## src/rtl/md_pkg.sv

```systemverilog
// Shared definitions for the multiply/divide sequencer: op encodings,
// FSM states, default geometry and small decode helpers.
package md_pkg;

    localparam int DEF_WIDTH   = 32;
    localparam int DEF_MUL_LAT = 4;

    localparam logic [2:0] OP_MULT  = 3'b000;
    localparam logic [2:0] OP_MULTU = 3'b001;
    localparam logic [2:0] OP_DIV   = 3'b010;
    localparam logic [2:0] OP_DIVU  = 3'b011;
    localparam logic [2:0] OP_MADD  = 3'b100;
    localparam logic [2:0] OP_MSUB  = 3'b101;

    typedef enum logic [1:0] {
        IDLE = 2'b00,
        MUL  = 2'b01,
        DIV  = 2'b10,
        FIX  = 2'b11
    } state_e;

    // True for the six defined operations; all other codes are no-ops.
    function automatic logic op_is_valid(input logic [2:0] op);
        logic ok;
        case (op)
            OP_MULT, OP_MULTU, OP_DIV, OP_DIVU, OP_MADD, OP_MSUB: ok = 1'b1;
            default:                                              ok = 1'b0;
        endcase
        return ok;
    endfunction

    // True for the two divide operations.
    function automatic logic op_is_div(input logic [2:0] op);
        return (op == OP_DIV) || (op == OP_DIVU);
    endfunction

endpackage

```

## src/rtl/md_div_core.sv

```systemverilog
// Iterative restoring divider on unsigned magnitudes. The first iteration
// runs on the start edge, so after WIDTH edges (start edge included) the
// quotient/remainder are final and done is high for one cycle.
module md_div_core
    import md_pkg::*;
#(
    parameter int WIDTH = DEF_WIDTH
) (
    input  logic             clk,
    input  logic             reset,
    input  logic             start,
    input  logic             abort,
    input  logic [WIDTH-1:0] dividend,
    input  logic [WIDTH-1:0] divisor,
    output logic             done,
    output logic [WIDTH-1:0] quotient,
    output logic [WIDTH-1:0] remainder
);

    localparam int CW = $clog2(WIDTH + 1);
    localparam logic [CW-1:0] CNT_ZERO = {CW{1'b0}};
    localparam logic [CW-1:0] CNT_ONE  = {{(CW-1){1'b0}}, 1'b1};
    localparam logic [CW-1:0] CNT_LOAD = CW'(WIDTH - 1);

    logic [WIDTH-1:0] rem_r;
    logic [WIDTH-1:0] quo_r;
    logic [WIDTH-1:0] dsr_r;
    logic [CW-1:0]    cnt_r;
    logic             done_r;

    // One restoring step: shift the next dividend bit into the partial
    // remainder, subtract the divisor if it fits, shift the quotient bit in.
    function automatic logic [2*WIDTH-1:0] div_step(input logic [WIDTH-1:0] rem,
                                                    input logic [WIDTH-1:0] quo,
                                                    input logic [WIDTH-1:0] dsr);
        logic [WIDTH:0] tmp;
        logic [WIDTH:0] diff;
        logic [2*WIDTH-1:0] res;
        tmp  = {rem, quo[WIDTH-1]};
        diff = tmp - {1'b0, dsr};
        if (diff[WIDTH] == 1'b0) begin
            res = {diff[WIDTH-1:0], quo[WIDTH-2:0], 1'b1};
        end else begin
            res = {tmp[WIDTH-1:0], quo[WIDTH-2:0], 1'b0};
        end
        return res;
    endfunction

    // Iteration register: load and first step on start, then count down.
    always_ff @(posedge clk) begin
        if (reset) begin
            rem_r  <= {WIDTH{1'b0}};
            quo_r  <= {WIDTH{1'b0}};
            dsr_r  <= {WIDTH{1'b0}};
            cnt_r  <= CNT_ZERO;
            done_r <= 1'b0;
        end else if (abort) begin
            cnt_r  <= CNT_ZERO;
            done_r <= 1'b0;
        end else if (start) begin
            {rem_r, quo_r} <= div_step({WIDTH{1'b0}}, dividend, divisor);
            dsr_r          <= divisor;
            cnt_r          <= CNT_LOAD;
            done_r         <= 1'b0;
        end else if (cnt_r != CNT_ZERO) begin
            {rem_r, quo_r} <= div_step(rem_r, quo_r, dsr_r);
            cnt_r          <= cnt_r - CNT_ONE;
            done_r         <= (cnt_r == CNT_ONE);
        end else begin
            done_r <= 1'b0;
        end
    end

    assign done      = done_r;
    assign quotient  = quo_r;
    assign remainder = rem_r;

endmodule

```

## src/rtl/md_seq.sv

```systemverilog
// HI/LO multiply/divide sequencer: pipelined-latency multiplier with
// accumulate, iterative divider with a final sign-fix cycle, direct HI/LO
// writes, cancel and synchronous reset.
module md_seq
    import md_pkg::*;
#(
    parameter int WIDTH   = DEF_WIDTH,
    parameter int MUL_LAT = DEF_MUL_LAT
) (
    input  logic             clk,
    input  logic             reset,
    input  logic             start,
    input  logic [2:0]       op,
    input  logic [WIDTH-1:0] a,
    input  logic [WIDTH-1:0] b,
    input  logic             hl_write,
    input  logic             hl_sel,
    input  logic             cancel,
    output logic             busy,
    output logic             done,
    output logic [WIDTH-1:0] hi,
    output logic [WIDTH-1:0] lo,
    output logic             div0
);

    state_e               state_r;
    state_e               state_nxt_s;
    logic [2:0]           op_r;
    logic [2*WIDTH-1:0]   prod_r;
    logic [MUL_LAT-1:0]   vld_r;
    logic                 q_neg_r;
    logic                 r_neg_r;
    logic [WIDTH-1:0]     hi_r;
    logic [WIDTH-1:0]     lo_r;
    logic                 busy_r;
    logic                 done_r;

    logic                 div0_s;
    logic                 accept_s;
    logic                 wr_s;
    logic                 is_div_s;
    logic                 sdiv_s;
    logic [2*WIDTH-1:0]   ax_s;
    logic [2*WIDTH-1:0]   bx_s;
    logic [2*WIDTH-1:0]   prod_s;
    logic [WIDTH-1:0]     a_mag_s;
    logic [WIDTH-1:0]     b_mag_s;
    logic [2*WIDTH-1:0]   res_s;
    logic                 div_done_s;
    logic [WIDTH-1:0]     quo_s;
    logic [WIDTH-1:0]     rem_s;

    assign is_div_s = op_is_div(op);
    assign sdiv_s   = (op == OP_DIV);
    assign div0_s   = start & is_div_s & (b == {WIDTH{1'b0}});

    // Next-state decode and per-cycle accept / result-write strobes.
    always_comb begin
        state_nxt_s = state_r;
        accept_s    = 1'b0;
        wr_s        = 1'b0;
        case (state_r)
            IDLE: begin
                if (start && !cancel && op_is_valid(op) && !div0_s) begin
                    accept_s    = 1'b1;
                    state_nxt_s = is_div_s ? DIV : MUL;
                end else begin
                    state_nxt_s = IDLE;
                end
            end
            MUL: begin
                if (cancel) begin
                    state_nxt_s = IDLE;
                end else if (vld_r[MUL_LAT-1]) begin
                    wr_s        = 1'b1;
                    state_nxt_s = IDLE;
                end else begin
                    state_nxt_s = MUL;
                end
            end
            DIV: begin
                if (cancel) begin
                    state_nxt_s = IDLE;
                end else if (div_done_s) begin
                    state_nxt_s = FIX;
                end else begin
                    state_nxt_s = DIV;
                end
            end
            FIX: begin
                if (cancel) begin
                    state_nxt_s = IDLE;
                end else begin
                    wr_s        = 1'b1;
                    state_nxt_s = IDLE;
                end
            end
            default: state_nxt_s = IDLE;
        endcase
    end

    // Operand conditioning: sign/zero extension for the product and
    // absolute values for the divider.
    always_comb begin
        if (op == OP_MULTU) begin
            ax_s = {{WIDTH{1'b0}}, a};
            bx_s = {{WIDTH{1'b0}}, b};
        end else begin
            ax_s = {{WIDTH{a[WIDTH-1]}}, a};
            bx_s = {{WIDTH{b[WIDTH-1]}}, b};
        end
        prod_s  = ax_s * bx_s;
        a_mag_s = (sdiv_s && a[WIDTH-1]) ? (-a) : a;
        b_mag_s = (sdiv_s && b[WIDTH-1]) ? (-b) : b;
    end

    // Result selection for the completion edge; MADD/MSUB read HI/LO now.
    always_comb begin
        case (op_r)
            OP_MULT, OP_MULTU: res_s = prod_r;
            OP_MADD:           res_s = {hi_r, lo_r} + prod_r;
            OP_MSUB:           res_s = {hi_r, lo_r} - prod_r;
            OP_DIV, OP_DIVU:   res_s = {(r_neg_r ? (-rem_s) : rem_s),
                                        (q_neg_r ? (-quo_s) : quo_s)};
            default:           res_s = {hi_r, lo_r};
        endcase
    end

    md_div_core #(
        .WIDTH (WIDTH)
    ) u_div (
        .clk       (clk),
        .reset     (reset),
        .start     (accept_s & is_div_s),
        .abort     (cancel),
        .dividend  (a_mag_s),
        .divisor   (b_mag_s),
        .done      (div_done_s),
        .quotient  (quo_s),
        .remainder (rem_s)
    );

    // FSM state register.
    always_ff @(posedge clk) begin
        if (reset) begin
            state_r <= IDLE;
        end else begin
            state_r <= state_nxt_s;
        end
    end

    // Operation latch, product register and multiply latency shift.
    always_ff @(posedge clk) begin
        if (reset) begin
            op_r    <= OP_MULT;
            prod_r  <= {(2*WIDTH){1'b0}};
            q_neg_r <= 1'b0;
            r_neg_r <= 1'b0;
            vld_r   <= {MUL_LAT{1'b0}};
        end else begin
            if (accept_s) begin
                op_r    <= op;
                prod_r  <= prod_s;
                q_neg_r <= sdiv_s & (a[WIDTH-1] ^ b[WIDTH-1]);
                r_neg_r <= sdiv_s & a[WIDTH-1];
            end else begin
                op_r <= op_r;
            end
            if (cancel) begin
                vld_r <= {MUL_LAT{1'b0}};
            end else begin
                vld_r[0] <= accept_s & ~is_div_s;
                for (int i = 1; i < MUL_LAT; i++) begin
                    vld_r[i] <= vld_r[i-1];
                end
            end
        end
    end

    // HI/LO registers plus registered busy/done status.
    always_ff @(posedge clk) begin
        if (reset) begin
            hi_r   <= {WIDTH{1'b0}};
            lo_r   <= {WIDTH{1'b0}};
            busy_r <= 1'b0;
            done_r <= 1'b0;
        end else begin
            if (wr_s) begin
                {hi_r, lo_r} <= res_s;
            end else if (hl_write && (state_r == IDLE)) begin
                if (hl_sel) begin
                    lo_r <= a;
                end else begin
                    hi_r <= a;
                end
            end else begin
                hi_r <= hi_r;
            end
            busy_r <= (state_nxt_s != IDLE);
            done_r <= wr_s;
        end
    end

    assign busy = busy_r;
    assign done = done_r;
    assign hi   = hi_r;
    assign lo   = lo_r;
    assign div0 = div0_s;

endmodule
```

## config.mk

```make
export PLATFORM = sky130hd
export DESIGN_NAME = md_seq
export DESIGN_NICKNAME = d
export VERILOG_FILES = /design/src/rtl/md_pkg.sv /design/src/rtl/md_div_core.sv /design/src/rtl/md_seq.sv
export SDC_FILE = /design/constraint.sdc
export NUM_CORES = 2
export LEC_CHECK = 0
export CORE_UTILIZATION = 56
export CTS_BUF_LIST = sky130_fd_sc_hd__clkbuf_16
export CTS_CLUSTER_SIZE = 8
export DETAILED_ROUTE_END_ITERATION = 7
export PLACE_DENSITY_LB_ADDON = 0.08
export SKIP_CTS_REPAIR_TIMING = 1
export SKIP_LAST_GASP = 1
export SLEW_MARGIN = 20
export SYNTH_ARGS = -nofsm -noshare
export SYNTH_HDL_FRONTEND = slang
export SYNTH_HIERARCHICAL = 1
export SYNTH_SLANG_ARGS = --single-unit
```

## constraint.sdc

```tcl
create_clock -name clk -period 25.9 [get_ports clk]
set_input_delay 6.475 -clock clk [delete_from_list [all_inputs] [get_ports clk]]
set_output_delay 6.475 -clock clk [all_outputs]
set_load 0.01 [all_outputs]
```

; After elaboration in Yosys (flattened, before gate mapping)
; Index checks and enable logic that the tools add are counted.
[word_totals]
reg_bits = 244
in_bits = 73
output_inout_bits = 67
wordCells = 116
[classes]
add_sub_neg = 9
n_mul = 1
n_eq_ne = 16
mux = 36
n_bitwise = 10
reduce_logical = 28
[ops]
columns = op, count
row1 = 32-bit 2-to-1 mux, 14
row2 = 64-bit 2-to-1 mux, 4
row3 = 64-bit one-hot mux with 4 select lines, 1
row4 = 32-bit negator, 4
row5 = 64-bit adder, 1
row6 = 64-bit by 64-bit multiplier with 64-bit output, 1
row7 = 64-bit subtractor, 1
row8 = 1-bit by 32-bit subtractor with 33-bit output, 1
row9 = 33-bit by 32-bit subtractor with 33-bit output, 1
row10 = 32-bit zero test, 1
row11 = "3-bit by 2-bit equality test with 1-bit output, second input constant", 4
row12 = "3-bit equality test, second input constant", 4
row13 = 1-bit 2-to-1 mux, 10
row14 = 5-bit 2-to-1 mux, 2
row15 = 2-bit one-hot mux with 4 select lines, 1
row16 = 2-bit nonzero test, 4
row17 = 1-bit bitwise AND, 6
row18 = "3-bit by 1-bit equality test with 1-bit output, second input constant", 2
row19 = "6-bit by 1-bit equality test with 1-bit output, second input constant", 1
row20 = 1-bit logical AND, 6
row21 = 3-bit zero test, 2
row22 = 2-bit 2-to-1 mux, 3
row23 = 3-bit AND reduction, 2
row24 = 6-bit nonzero test, 1
row25 = 16 further kinds, 23

; Depth between registers and ports, before layout
[depth]
word_depth = 11
depth_mapped = 38
mapped_depth_nobuf = 35

; Modules after synthesis
; Netlist, hierarchy kept.
[by_module_without_submodules]
columns = module, n_inst, cells_per_inst, area_each_um2, seq_area_each_um2
row1 = md_seq, 1, 7083, 61457.7, 2822.7
row2 = md_div_core, 1, 808, 6418.7, 2062.0

; Least setup slack after synthesis
; OpenSTA, ideal clock, no wires.
[synth_path]
path_kind = in2reg
from = input port a[31]
to = register prod_r[63]
setup_time_ns = 0.106
arrival_time_ns = 15.472
required_time_ns = 25.794
setup_slack_ns = 10.322
cell_stages = 30
cell_sequence = clkbuf_1 nor2b_1 clkbuf_1 clkbuf_1 nand2_1 fa_1 inv_1 fa_1 fa_1 inv_1 fa_1 inv_1 fa_1 fa_1 fa_1 fa_1 fa_1 inv_1 fa_1 inv_1 ha_1 and2_0 nand3_1 or3_1 o311ai_0 nand2_1 or4_1 nor4b_1 a21oi_1 o311ai_0
[synth_via]
elab_chain_len = 2
[synth_lines]
columns = element, line
row1 = "start, declared", md_seq.sv:14  ; input logic [WIDTH-1:0] a,
row2 = 64-bit 2-to-1 mux, md_seq.sv:105  ; if (op == OP_MULTU) begin
row3 = 64-bit by 64-bit multiplier with 64-bit output, md_seq.sv:112  ; prod_s = ax_s * bx_s;
row4 = "end signal, assigned", md_seq.sv:156  ; prod_r <= {(2*WIDTH){1'b0}};
row5 = "end signal, assigned", md_seq.sv:163  ; prod_r <= prod_s;
row6 = "end, declared", md_seq.sv:29  ; logic [2*WIDTH-1:0] prod_r;
; No other way between the ends.
; A chain may end at the register's enable or synchronous reset.

; Final worst setup path
[layout_path]
from = input port op[1]
to = register prod_r[63]
[layout_via]
elab_chain_len = 8
word_cells_on_any_way = 20
classes_between = 1 x mul / 5 x eq/ne / 6 x mux / 2 x bitwise / 6 x reduce/logical
[layout_lines]
columns = element, line
row1 = "start, declared", md_seq.sv:13  ; input logic [2:0] op,
row2 = branches (longest 8 deep; another with 64-bit by 64-bit multiplier with 64-bit output), -
; Several ways; the timed one is not identified. The select of a mux whose other input is x is not followed.

==> metrics.txt <==
outcome=finished clean; layout cell share with drive strength beyond 1=0.0338; RSZ-0062 raised after global routing=no; Sequential Area=around 4900 µm²; Max Freq=58.6 MHz; drc violations=0; final critical-path required period=17.06 ns; CTS clk-pin slew, worst paths=about 0.05 ns; clk root buf=clkbuf_16; GRT Util Overall=0.377; critical path required time=26.33 ns; CP arrival=between 15 and 20 ns; largest net degree at the start of global routing=99; final hold vios=0; H-tree depth=2; Netlist cell types=99; syn_area_per_cell=around 8.6 µm²; Worst-Margin Slew=~1.1 ns; Pre-antenna DRT Iters=6; vias=between 50k and 60k; Initial Util=0.565; post-DP HPWL=roughly 180,000 µm; Async SR Flop Fraction=0; area occupied by multi-input gates=around 55,000 µm²; clk_skew=around 0.039 ns; clock latency on the worst-skew pair=around 0.57 ns; fillers=roughly 11k; type of the tightest min-delay check=flip-flop to flip-flop; maxcap violations=0; I/O Buffers=between 100 and 150; initial antenna violation count=20; FF+latch count, synth=around 240; Ys Warns=6; predominant post-synthesis flop cell=dfxtp_1; Die ar.=around 120,000 µm²; I/O pins=between 100 and 150; Total Nets Final=slightly below 10k; clock sinks=about 240; Post-synth EDFFs=0; critical setup path kind=input port to flip-flop; Post-DRT Antenna Nets=0; sequential fraction of the synthesis area=0.0720; first-pass GRT wire length=~340,000 µm; gr ovfl total=0; CTS tree=built; cells after synthesis=7,891; Die W=around 350 µm; Slew HR=0.272; Max clock buf depth=3; core box area=between 100,000 and 150,000 µm²; total CTS buffers=36; average routed wire per standard cell=about 24 µm; net count after synthesis=slightly below 10k; most used cell, CP=fa_1; Critical Path End Type=flip-flop; total wire length=227,000 µm; number of global-route vias before repair=55.6k; Die Y-Extent=around 350 µm; Final setup viols=0; largest stage delay on the critical path=0.86 ns; initial detailed-routing violation count=4,752; Setup TNS Final=0 ns; crit start category=input port; crit path max fanout=32; vias per inst=approximately 5.8; site row count=about 130; gpl congestion=between 1 and 1.5; Netlist Area Pre-Place=just under 70,000 µm²; Worst path slowest cell=fa_1; commonest cells after routing, fill and taps aside=inv_1 (1,605), fa_1 (1,421), nand2_1 (1,064); commonest non-fill, non-tap cell in the layout=inv_1; Final Cycle Share=0.659; area grow syn2layout=4.84%; count of pins over their slew limit=0
==> flip-flops by register name, indices dropped and copies added, names as in the netlist, 2 cells and up <==
| register | flops |
|---|---|
| u_div/cnt_r | 6 |
| u_div/quotient | 32 |
| hi | 32 |
| u_div/remainder | 32 |
| lo | 32 |
| u_div/dsr_r | 32 |
| state_r | 2 |
| prod_r | 64 |
| vld_r | 4 |
| op_r | 3 |
==> final timing paths <==
| check | startpoint | endpoint | slack (ns) | cells past startpoint |
|---|---|---|---|---|
| worst max-delay path | op[1] | prod_r[63] | 8.84 | 32 |
| worst min-delay path | vld_r[0] | vld_r[1] | 0.42 | 1 |
| worst max register to register | prod_r[20] | hi[31] | 18.77 | 21 |
| worst min register to register | vld_r[0] | vld_r[1] | 0.42 | 1 |
==> worst max-delay path: cells and delay by family <==
family,cells,cell delay (ns)
adder cells (fa/ha/maj),11,5.97
AND/OR/NAND/NOR,9,2.71
buffers and inverters,9,1.58
AO/OA/AOI/OAI,3,0.68
==> final cells by class <==
class / instances / area share
antenna: 11 / 0.000387
tap: 1612 / 0.0283
inverter: 1607 / 0.0848
clock buffer: 37 / 0.0130
timing repair buffer: 243 / 0.0274
sequential: 244 / 0.0686
clock inverter: 5 / 0.000809
multi-input combinational: 5588 / 0.777
==> routing by layer <==
| metal | GRT usage | wire, µm |
|---|---|---|
| met1 | 0.534 | 96800 |
| met2 | 0.572 | 97700 |
| met3 | 0.0893 | 24800 |
| met4 | 0.110 | 7400 |
| met5 | 0.0106 | 122 |
==> kinds of logic after synthesis <==
family                     count (synthesis)  synth area share
buffers and inverters                   2059             0.115
xor gates and xnor gates                 379            0.0489
DFF                                      244            0.0720
and+or+nand+nor                         2179             0.150
AOI/OAI and AO/OA                       1139             0.110
muxes                                     48           0.00708
adders and majority gates               1843             0.497
==> per-stage QoR <==
step	hold slack, ns	utilization	std cells	worst slack, ns	area [µm²]
finish	0.419	0.592	9347	8.84	71200
global route	0.431	0.592	9337	8.30	71100
CTS	0.418	0.592	9336	8.88	71100
detailed placement	0.410	0.584	9294	8.34	70100
global placement	0.409	0.584	9294	8.37	70100
floorplan	0.406	-	7891	10.32	67900
==> synth_stat cells, drive strengths merged (12+ instances only) <==
cell type / n / area [µm²]
xnor2: 251 / 2200
o21bai: 26 / 199
a31oi: 47 / 300
o21a: 25 / 189
o21ai: 213 / 1070
a221oi: 29 / 260
nor4: 28 / 175
nor3: 96 / 480
inv: 1604 / 6020
a311oi: 17 / 149
a21oi: 344 / 1730
clkbuf: 388 / 1460
o211ai: 34 / 260
or2: 15 / 93.8
nand4: 42 / 278
nand2b: 31 / 194
a211oi: 85 / 653
nor2b: 18 / 113
o221ai: 14 / 123
or4: 21 / 176
a21o: 125 / 942
nand2: 1065 / 4000
o31ai: 50 / 399
a221o: 12 / 120
or3: 30 / 198
fa: 1421 / 28400
dfxtp: 244 / 4880
and2: 432 / 2710
and3: 23 / 144
o41ai: 17 / 164
xor2: 128 / 1120
nor2: 292 / 1100
buf: 64 / 318
ha: 421 / 5270
nand3: 47 / 240
mux2i: 48 / 480
Power is not shown: default switching activity piles up to over one toggle a cycle in this logic, so the estimate is an artifact.
